[src/rtl/dice_pkg.sv]
// Shared types and segment tables for the dice roll sequencer.
// Segment vectors are {g,f,e,d,c,b,a}, active-low.
package dice_pkg;

  typedef enum logic [1:0] {
    IDLE = 2'd0,
    SPIN = 2'd1,
    SLOW = 2'd2,
    SHOW = 2'd3
  } dice_state_t;

  localparam logic [2:0] FACE_MIN = 3'd1;
  localparam logic [2:0] FACE_MAX = 3'd6;
  localparam logic [2:0] FRAME_LAST = 3'd5;

  localparam logic [6:0] SEG_BLANK = 7'b1111111;

  // One outer segment lit, walking a -> f around the display.
  localparam logic [6:0] SPIN_FRAME [0:5] = '{
    7'b1111110, 7'b1111101, 7'b1111011,
    7'b1110111, 7'b1101111, 7'b1011111
  };

  localparam logic [6:0] DIGIT_SEG [1:6] = '{
    7'b1111001, 7'b0100100, 7'b0110000,
    7'b0011001, 7'b0010010, 7'b0000010
  };

  function automatic logic [2:0] frame_next(input logic [2:0] f);
    return (f >= FRAME_LAST) ? 3'd0 : f + 3'd1;
  endfunction

endpackage

[src/rtl/dice_rng.sv]
// Free-running face counter 1..6; advances on every clock that is not in reset.
module dice_rng
  import dice_pkg::*;
(
  input  logic       clk,
  input  logic       reset,
  output logic [2:0] rng_o
);

  logic [2:0] rng_q;
  logic [2:0] rng_d;

  always_comb begin
    rng_d = (rng_q >= FACE_MAX) ? FACE_MIN : rng_q + 3'd1;
  end

  always_ff @(posedge clk) begin
    if (reset) begin
      rng_q <= FACE_MIN;
    end else begin
      rng_q <= rng_d;
    end
  end

  assign rng_o = rng_q;

endmodule

[src/rtl/dice_roll_ctrl.sv]
// Roll sequencer: fast constant-rate spin, decelerating spin, then show a latched face.
// All outputs are decoded from registered state only.
module dice_roll_ctrl
  import dice_pkg::*;
#(
  parameter int TICK_DIV   = 2_500_000,
  parameter int SPIN_STEPS = 24,
  parameter int SLOW_STEPS = 4
) (
  input  logic       clk,
  input  logic       reset,
  input  logic       roll_btn,
  output logic [6:0] DISP,
  output logic [2:0] value,
  output logic       busy,
  output logic       done
);

  localparam int DIV_W  = $clog2(TICK_DIV << SLOW_STEPS);
  localparam int STEP_W = $clog2(SPIN_STEPS + 1);
  localparam int K_W    = $clog2(SLOW_STEPS + 1);

  dice_state_t       state_q, state_d;
  logic [DIV_W-1:0]  div_q, div_d;
  logic [2:0]        frame_q, frame_d;
  logic [STEP_W-1:0] step_q, step_d;
  logic [K_W-1:0]    k_q, k_d;
  logic [2:0]        result_q, result_d;
  logic              done_q, done_d;
  logic              btn_q;

  logic [2:0]            rng_val;
  logic                  rise;
  logic                  spin_tick;
  logic [SLOW_STEPS-1:0] slow_hit;
  logic                  slow_tick;

  dice_rng u_rng (
    .clk   (clk),
    .reset (reset),
    .rng_o (rng_val)
  );

  // btn_q resets high so a button held through reset cannot start a roll.
  always_ff @(posedge clk) begin
    if (reset) begin
      btn_q <= 1'b1;
    end else begin
      btn_q <= roll_btn;
    end
  end

  assign rise      = roll_btn & ~btn_q;
  assign spin_tick = (div_q == DIV_W'(TICK_DIV - 1));

  // One comparator per slow frame; only the one matching k_q can fire.
  for (genvar gi = 0; gi < SLOW_STEPS; gi++) begin : gen_slow_hit
    localparam int LAST = (TICK_DIV << (gi + 1)) - 1;
    assign slow_hit[gi] = (k_q == K_W'(gi + 1)) && (div_q == DIV_W'(LAST));
  end

  assign slow_tick = |slow_hit;

  always_comb begin
    state_d  = state_q;
    div_d    = div_q;
    frame_d  = frame_q;
    step_d   = step_q;
    k_d      = k_q;
    result_d = result_q;
    done_d   = 1'b0;

    case (state_q)
      IDLE, SHOW: begin
        if (rise) begin
          state_d  = SPIN;
          div_d    = '0;
          frame_d  = 3'd0;
          step_d   = '0;
          result_d = rng_val;
        end
      end
      SPIN: begin
        if (spin_tick) begin
          div_d   = '0;
          frame_d = frame_next(frame_q);
          step_d  = step_q + STEP_W'(1);
          if (step_q == STEP_W'(SPIN_STEPS - 1)) begin
            state_d = SLOW;
            k_d     = K_W'(1);
          end
        end else begin
          div_d = div_q + DIV_W'(1);
        end
      end
      SLOW: begin
        if (slow_tick) begin
          div_d   = '0;
          frame_d = frame_next(frame_q);
          if (k_q == K_W'(SLOW_STEPS)) begin
            state_d = SHOW;
            done_d  = 1'b1;
          end else begin
            k_d = k_q + K_W'(1);
          end
        end else begin
          div_d = div_q + DIV_W'(1);
        end
      end
      default: state_d = IDLE;
    endcase
  end

  always_ff @(posedge clk) begin
    if (reset) begin
      state_q  <= IDLE;
      div_q    <= '0;
      frame_q  <= 3'd0;
      step_q   <= '0;
      k_q      <= '0;
      result_q <= '0;
      done_q   <= 1'b0;
    end else begin
      state_q  <= state_d;
      div_q    <= div_d;
      frame_q  <= frame_d;
      step_q   <= step_d;
      k_q      <= k_d;
      result_q <= result_d;
      done_q   <= done_d;
    end
  end

  always_comb begin
    DISP  = SEG_BLANK;
    value = 3'd0;
    case (state_q)
      SPIN, SLOW: begin
        if (frame_q <= FRAME_LAST) DISP = SPIN_FRAME[frame_q];
      end
      SHOW: begin
        value = result_q;
        if (result_q >= FACE_MIN && result_q <= FACE_MAX) DISP = DIGIT_SEG[result_q];
      end
      default: ;
    endcase
  end

  assign busy = (state_q == SPIN) || (state_q == SLOW);
  assign done = done_q;

endmodule
[config.mk]
export PLATFORM = sky130hd
export DESIGN_NAME = dice_roll_ctrl
export DESIGN_NICKNAME = d
export VERILOG_FILES = /design/src/rtl/dice_pkg.sv /design/src/rtl/dice_rng.sv /design/src/rtl/dice_roll_ctrl.sv
export SDC_FILE = /design/constraint.sdc
export NUM_CORES = 1
export LEC_CHECK = 0
export CORE_UTILIZATION = 39
export DETAILED_ROUTE_END_ITERATION = 10
export PLACE_DENSITY = 0.59
export SLEW_MARGIN = 10
export SYNTH_ARGS = -nofsm -noshare
export SYNTH_HDL_FRONTEND = slang
export SYNTH_SLANG_ARGS = --single-unit
[constraint.sdc]
create_clock -name clk -period 4 [get_ports clk]
set_input_delay 0.4 -clock clk [delete_from_list [all_inputs] [get_ports clk]]
set_output_delay 0.4 -clock clk [all_outputs]
set_load 0.005 [all_outputs]
# [Word-level counts from Yosys, hierarchy flattened]
# Memory sizes are Yosys's and may differ from the RTL's.
# Cells that the tools add are included.
# Widths: inputs -> output; s select.
[word_totals] regBits=47 romBits=112 input_bits=3 output_inout_bits=12 word_cells=99 n_memories=2
[op_classes] addsub=5 magnitude_cmp=7 eq_ne=19 mux=32 n_bitwise=6 reduce_logical=19
[memory_table] memory="(name not given)" words=8 width=7 read_ports=1 rd_clocked_by_memory_dff=0 wr=0 line="dice_roll_ctrl.sv:143" rtl="if (result_q >= FACE_MIN && result_q <= FACE_MAX) DISP = DIGIT_SEG[result_q];"
[memory_table] memory="(name not given)" words=8 width=7 read_ports=1 rd_clocked_by_memory_dff=0 wr=0 line="dice_roll_ctrl.sv:139" rtl="if (frame_q <= FRAME_LAST) DISP = SPIN_FRAME[frame_q];"
[op_table] operator="$mux 26" n=3
[op_table] operator="$pmux 26 s3" n=1
[op_table] operator="$mux 7" n=6
[op_table] operator="$mux 3" n=9
[op_table] operator="$add 26x1->26 const B" n=1
[op_table] operator="$eq 26x22->1 const B" n=1
[op_table] operator="$eq 26x23->1 const B" n=1
[op_table] operator="$eq 26x24->1 const B" n=1
[op_table] operator="$eq 26x25->1 const B" n=1
[op_table] operator="$eq 26x26->1 const B" n=1
[op_table] operator="$pmux 7 s2" n=1
[op_table] operator="$ne 2x2->1 const B" n=6
[op_table] operator="$mux 2" n=5
[op_table] operator="$mux 5" n=2
[op_table] operator="$pmux 5 s2" n=1
[op_table] operator="$reduce_and 5->1" n=2
[op_table] operator="$add 3x1->3 const B" n=3
[op_table] operator="$pmux 3 s3" n=1
[op_table] operator="$ge 4x4->1 const B" n=2
[op_table] operator="$not 3->4" n=2
[op_table] operator="$eq 3x2->1 const B" n=2
[op_table] operator="$ge 3x3->1 const B" n=2
[op_table] operator="$le 3x3->1 const B" n=2
[op_table] operator="$pmux 2 s3" n=1
[op_table] operator="other kinds (20)" n=31

# [Depth between registers and ports, before layout]
[depth] ltp_word=6 depth_mapped=9

# [Hierarchy]
# From an unflattened synthesis, not the netlist that was laid out.
[unflattened] cells_unflattened=405 hier_area_um2=3204.3
[by_module_without_submodules] module="dice_roll_ctrl" instances=1 cells_per_inst=393 area_each_um2=3074.2 seq_area_each_um2=880.8
[by_module_without_submodules] module="dice_rng" instances=1 cells_per_inst=12 area_each_um2=130.1 seq_area_each_um2=60.1

# [Worst setup path before layout]
# No wires, ideal clock.
[synth_timing] path_kind="register to register" from="register div_q[0]" to="register state_q[1]" setup_time_ps=123 arrival_ps=2240 slack_ps=1637 stages_incl_launch_ff=9 period_less_slack_ps=2363 cell_sequence="dfxtp_1 ha_1 and4_1 buf_2 nand2_1 o41ai_4 o21ai_2 a211oi_2 mux2_1"
[synth_between] elab_chain_cells=5
[synth_rtl] item="start: declaration" line="dice_roll_ctrl.sv:24" rtl="logic [DIV_W-1:0] div_q, div_d;"
[synth_rtl] item="start signal: assignment" line="dice_roll_ctrl.sv:125" rtl="div_q <= div_d;"
[synth_rtl] item="$eq 26x23->1 (tied with other cells)" line="dice_roll_ctrl.sv:59" rtl="assign slow_hit[gi] = (k_q == K_W'(gi + 1)) && (div_q == DIV_W'(LAST));"
[synth_rtl] item="$logic_and 1x1->1" line="dice_roll_ctrl.sv:59"
[synth_rtl] item="$reduce_or 4->1" line="dice_roll_ctrl.sv:62" rtl="assign slow_tick = |slow_hit;"
[synth_rtl] item="$ne 2x2->1 (no line)"
[synth_rtl] item="$reduce_and 5->1 (no line) *"
[synth_rtl] item="end signal: assignment" line="dice_roll_ctrl.sv:124" rtl="state_q <= state_d;"
[synth_rtl] item="end: declaration" line="dice_roll_ctrl.sv:23" rtl="dice_state_t state_q, state_d;"
# Every way passes the cells marked *; elsewhere a longest branch is shown, timed or not.
# A chain may end at the register's enable or synchronous reset.

# [Worst setup path after layout]
[layout_timing] from="register div_q[0]" to="register frame_q[0]"
[layout_between] elab_chain_cells=5
[layout_rtl] item="$eq 26x23->1 (tied with other cells)" line="dice_roll_ctrl.sv:59"
[layout_rtl] item="$logic_and 1x1->1" line="dice_roll_ctrl.sv:59"
[layout_rtl] item="$reduce_or 4->1" line="dice_roll_ctrl.sv:62"
[layout_rtl] item="$ne 2x2->1 (no line)"
[layout_rtl] item="$reduce_and 3->1 (no line) *"
[layout_rtl] item="end signal: assignment" line="dice_roll_ctrl.sv:126" rtl="frame_q <= frame_d;"
[layout_rtl] item="end: declaration" line="dice_roll_ctrl.sv:25" rtl="logic [2:0] frame_q, frame_d;"
# Marked as above.

==> qor.tcl <==
set qor(status) {finished clean}
set qor(stdcell_area_mm2) 0.00335
set qor(cts_resized) 0
set qor(io_buffer_count) 14
set qor(viasPerCell) 5.79
set qor(floorplan.die.width_um) 90.0
set qor(globalplace.congestion) 0.864
set qor(multi_input_area_mm2) 0.00191
set qor(postCtsHoldBufs) 0
set qor(cts.reportedPaths.clkPinSlew_ns) 0.09
set qor(timing.slew.headroom_pct) 51.8
set qor(drv_slew) 0
set qor(p_comb_share_pct) 34.9
set qor(unrepaired_setup_endpoints_after_global_routing) {false}
set qor(antennaDiodeCount) 0
set qor(worst_skew_pair.late_latency_ns) 0.31
set qor(layout-area-overhead-vs-synth_pct) 11.0
set qor(wirelength_per_cell_um) 15.2
set qor(cts_buffers) 5
set qor(crit_type) {reg -> reg}
set qor(drt_wl_total_um) 7120
set qor(irDropWorstVdd_v) 0.000249
set qor(postSynth.asyncResetShare_pct) 0
set qor(standard_cell_core_area_mm2) 0.00737
set qor(postRouteAntennaNets) 0
set qor(tightestPinTransition_ns) 0.717
set qor(cts.repair_timing.setup_buffer_count) 0
set qor(cp_data_required_time_ns) 4.23
set qor(placementRows) 31
set qor(power.sequential.fraction_pct) 35.9
set qor(initial_core_util_pct) 40.9
set qor(p_leak_nw) 1.12
set qor(cp_data_arrival_time_ns) 3.10
set qor(design.final.nets) 391
set qor(synth_enable_flop_cells) 0
set qor(syn_area_mm2) 0.00302
set qor(met3_wirelength_um) 274
set qor(synth.yosys.seq_area_share_pct) 31.2
set qor(synth_warnings) 0
set qor(hpwl_um) 5030
set qor(clock_tree.buffer_depth) 2
set qor(clock.fmax_ghz) 0.349
set qor(clock_tree.htree_level_count) 2
set qor(dpl_cell_area_mm2) 0.00322
set qor(floorplan.io_pins) 15
set qor(met1Wirelength_um) 3410
set qor(min_path_type) {reg -> reg}
set qor(root_buffer) {sky130_fd_sc_hd__clkbuf_8}
set qor(antenna_found_initial) 0
set qor(highest_layer) {met4}
set qor(synth_area_per_cell_um2) 8.26
set qor(sequential_cell_area_um2) 941
set qor(numClockSinks) 47
set qor(grt_pass1_wl_um) 12300
set qor(post_synth_num_cell_types) 59
set qor(power.density_cell_area_mw_per_mm2) 431
set qor(drcViolationCount) 0
set qor(setup_violations) 0
set qor(count_of_filler_cells_inserted_in_the_layout) 762
set qor(synth_nets) 387
set qor(drt_pre_antenna_iters) 4
set qor(switching_share_pct) 34.6
set qor(die_area_mm2) 0.00809
set qor(power_report.internal_total_uw) 944
set qor(synth-main-ff-cell) {sky130_fd_sc_hd__dfxtp_1}
set qor(detailroute.via_count) 2714
set qor(clkPwrFrac_pct) 29.2
set qor(setup_tns_ns) 0
set qor(timing.final.hold_violations) 0
set qor(grt_usage_pct) 18.3
set qor(period_needed_ns) 2.87
set qor(cts_tree) {done}
set qor(timing.final.crit_share_pct) 71.7
set qor(critical_path_peak_fanout) 22
set qor(cp-end-kind) {flop}
set qor(grt-ovfl-total) 0
set qor(maxCapViolCount) 0
set qor(via_count_of_the_first_global_routing_pass) 2580
set qor(ys_seq_elements) 47
set qor(layout-drive-gt1-share_pct) 6.76
set qor(detailroute.wirelength.met2_um) 3300
set qor(drt_iter0_drc) 186
set qor(netSwitchingPower_uw) 500
set qor(fin_skew_ns) 0.00709
set qor(die_h_um) 90.0
set qor(grt_max_degree) 23
set qor(syn-instance-count) 365
set qor(startpoint_type) {flop}
critical path, cell delays in order (launching register included):
cell	delay (ns)
sky130_fd_sc_hd__dfxtp_1	0.39
sky130_fd_sc_hd__ha_1	0.22
sky130_fd_sc_hd__and4_1	0.36
sky130_fd_sc_hd__nand2_1	0.13
sky130_fd_sc_hd__o41ai_4	0.63
sky130_fd_sc_hd__o31ai_4	0.30
sky130_fd_sc_hd__buf_4	0.29
sky130_fd_sc_hd__or2_1	0.29
sky130_fd_sc_hd__o22ai_1	0.17
synth_stat cells (all sizes together) (2+ instances only):
cell    number  area (um^2)
nor4b        3         26.3
nor3         5         25.0
and2         8         50.1
nor4         5         31.3
a211oi       2         20.0
clkbuf       8         31.3
xor2         7         61.3
and4b        4         40.0
mux2i        8         80.1
a221o        2         20.0
nand4b       3         26.3
xnor2        4         35.0
or2          3         18.8
a31oi       23          144
mux2         2         22.5
nor2b        6         37.5
nand2b       5         31.3
buf         12         57.6
o32ai        4         53.8
nor2        23         86.3
nand3       21          110
a21oi        7         38.8
a41oi        4         35.0
dfxtp       47          941
nand3b       5         37.5
and4         5         43.8
o31ai        3         36.3
o22ai        5         31.3
and3         8         50.1
nand2       42          158
ha          19          238
nand4       10         62.6
o21ai       14         77.6
o211ai       3         22.5
or4          2         15.0
inv         20         75.1
cell usage in the layout, fill, tap and decap left out, types with 6 or more instances in the layout:
| cell type | instances |
|---|---|
| sky130_fd_sc_hd__o21ai_0 | 7 |
| sky130_fd_sc_hd__nand2_1 | 42 |
| sky130_fd_sc_hd__inv_1 | 20 |
| sky130_fd_sc_hd__ha_1 | 19 |
| sky130_fd_sc_hd__clkdlybuf4s50_1 | 14 |
| sky130_fd_sc_hd__and2_1 | 8 |
| sky130_fd_sc_hd__nand4_1 | 10 |
| sky130_fd_sc_hd__a31oi_1 | 23 |
| sky130_fd_sc_hd__mux2i_1 | 8 |
| sky130_fd_sc_hd__xor2_1 | 7 |
| sky130_fd_sc_hd__dfxtp_1 | 47 |
| sky130_fd_sc_hd__and3_1 | 8 |
| sky130_fd_sc_hd__a21oi_1 | 6 |
| sky130_fd_sc_hd__nor2_1 | 23 |
| sky130_fd_sc_hd__nand3_1 | 20 |
final timing paths:
path / cells past startpoint / slack (ns) / end / start
max: 8 / 1.13 / frame_q[0] / div_q[0]
min: 1 / 0.43 / u_rng.rng_o[0] / u_rng.rng_o[0]
max reg2reg: 8 / 1.13 / frame_q[0] / div_q[0]
min reg2reg: 1 / 0.43 / u_rng.rng_o[0] / u_rng.rng_o[0]
logic make-up after synthesis:
kind of cell | share of synthesized area [%]
multiplexers | 3.40
AO/OA/AOI/OAI | 19.0
AND/OR/NAND/NOR | 29.9
adder cells (fa/ha/maj) | 7.88
flip-flops | 31.2
buffers and inverters | 5.43
XOR/XNOR | 3.19
metrics by stage:
stage | utilization [%] | power [mW] | cells | setup WS (ns) | hold slack [ns]
finish | 45.4 | 1.44 | 469 | 1.13 | 0.427
global route | 45.4 | 1.53 | 469 | 0.910 | 0.447
CTS | 45.4 | 1.45 | 469 | 1.15 | 0.432
detailed placement | 43.7 | 1.03 | 461 | 1.20 | 0.411
global placement | 43.7 | 1.02 | 461 | 1.30 | 0.409
floorplan | - | 0.863 | 365 | 1.64 | 0.388
per-layer routing:
| layer | up-vias | global-route usage [%] |
|---|---|---|
| met4 | 0 | 7.53 |
| met5 | - | 0 |
| li1 | 1349 | - |
| met3 | 15 | 2.71 |
| met2 | 53 | 30.2 |
| met1 | 1297 | 24.0 |
power by group through the flow:
stage	clock network (mW)	logic, mW	registers, mW
floorplan	0	0.341	0.522
global placement	0	0.492	0.529
detailed placement	0	0.499	0.529
CTS	0.429	0.505	0.518
global route	0.447	0.561	0.524
finish	0.422	0.504	0.519
layout make-up:
type,count,area share [%]
multi-input cells,278,57.2
well taps,99,3.70
clock inverters,2,1.79
inverters,20,2.24
clock buffers,6,2.17
repair buffers,17,4.86
flip-flops and latches,47,28.1
flip-flops by register name, indices dropped and copies added (netlist names):
register	count
u_rng.rng_o	3
result_q	3
div_q	26
state_q	2
btn_q	1
done	1
k_q	3
step_q	5
frame_q	3
Note: power is estimated with default switching activity, not from simulation.
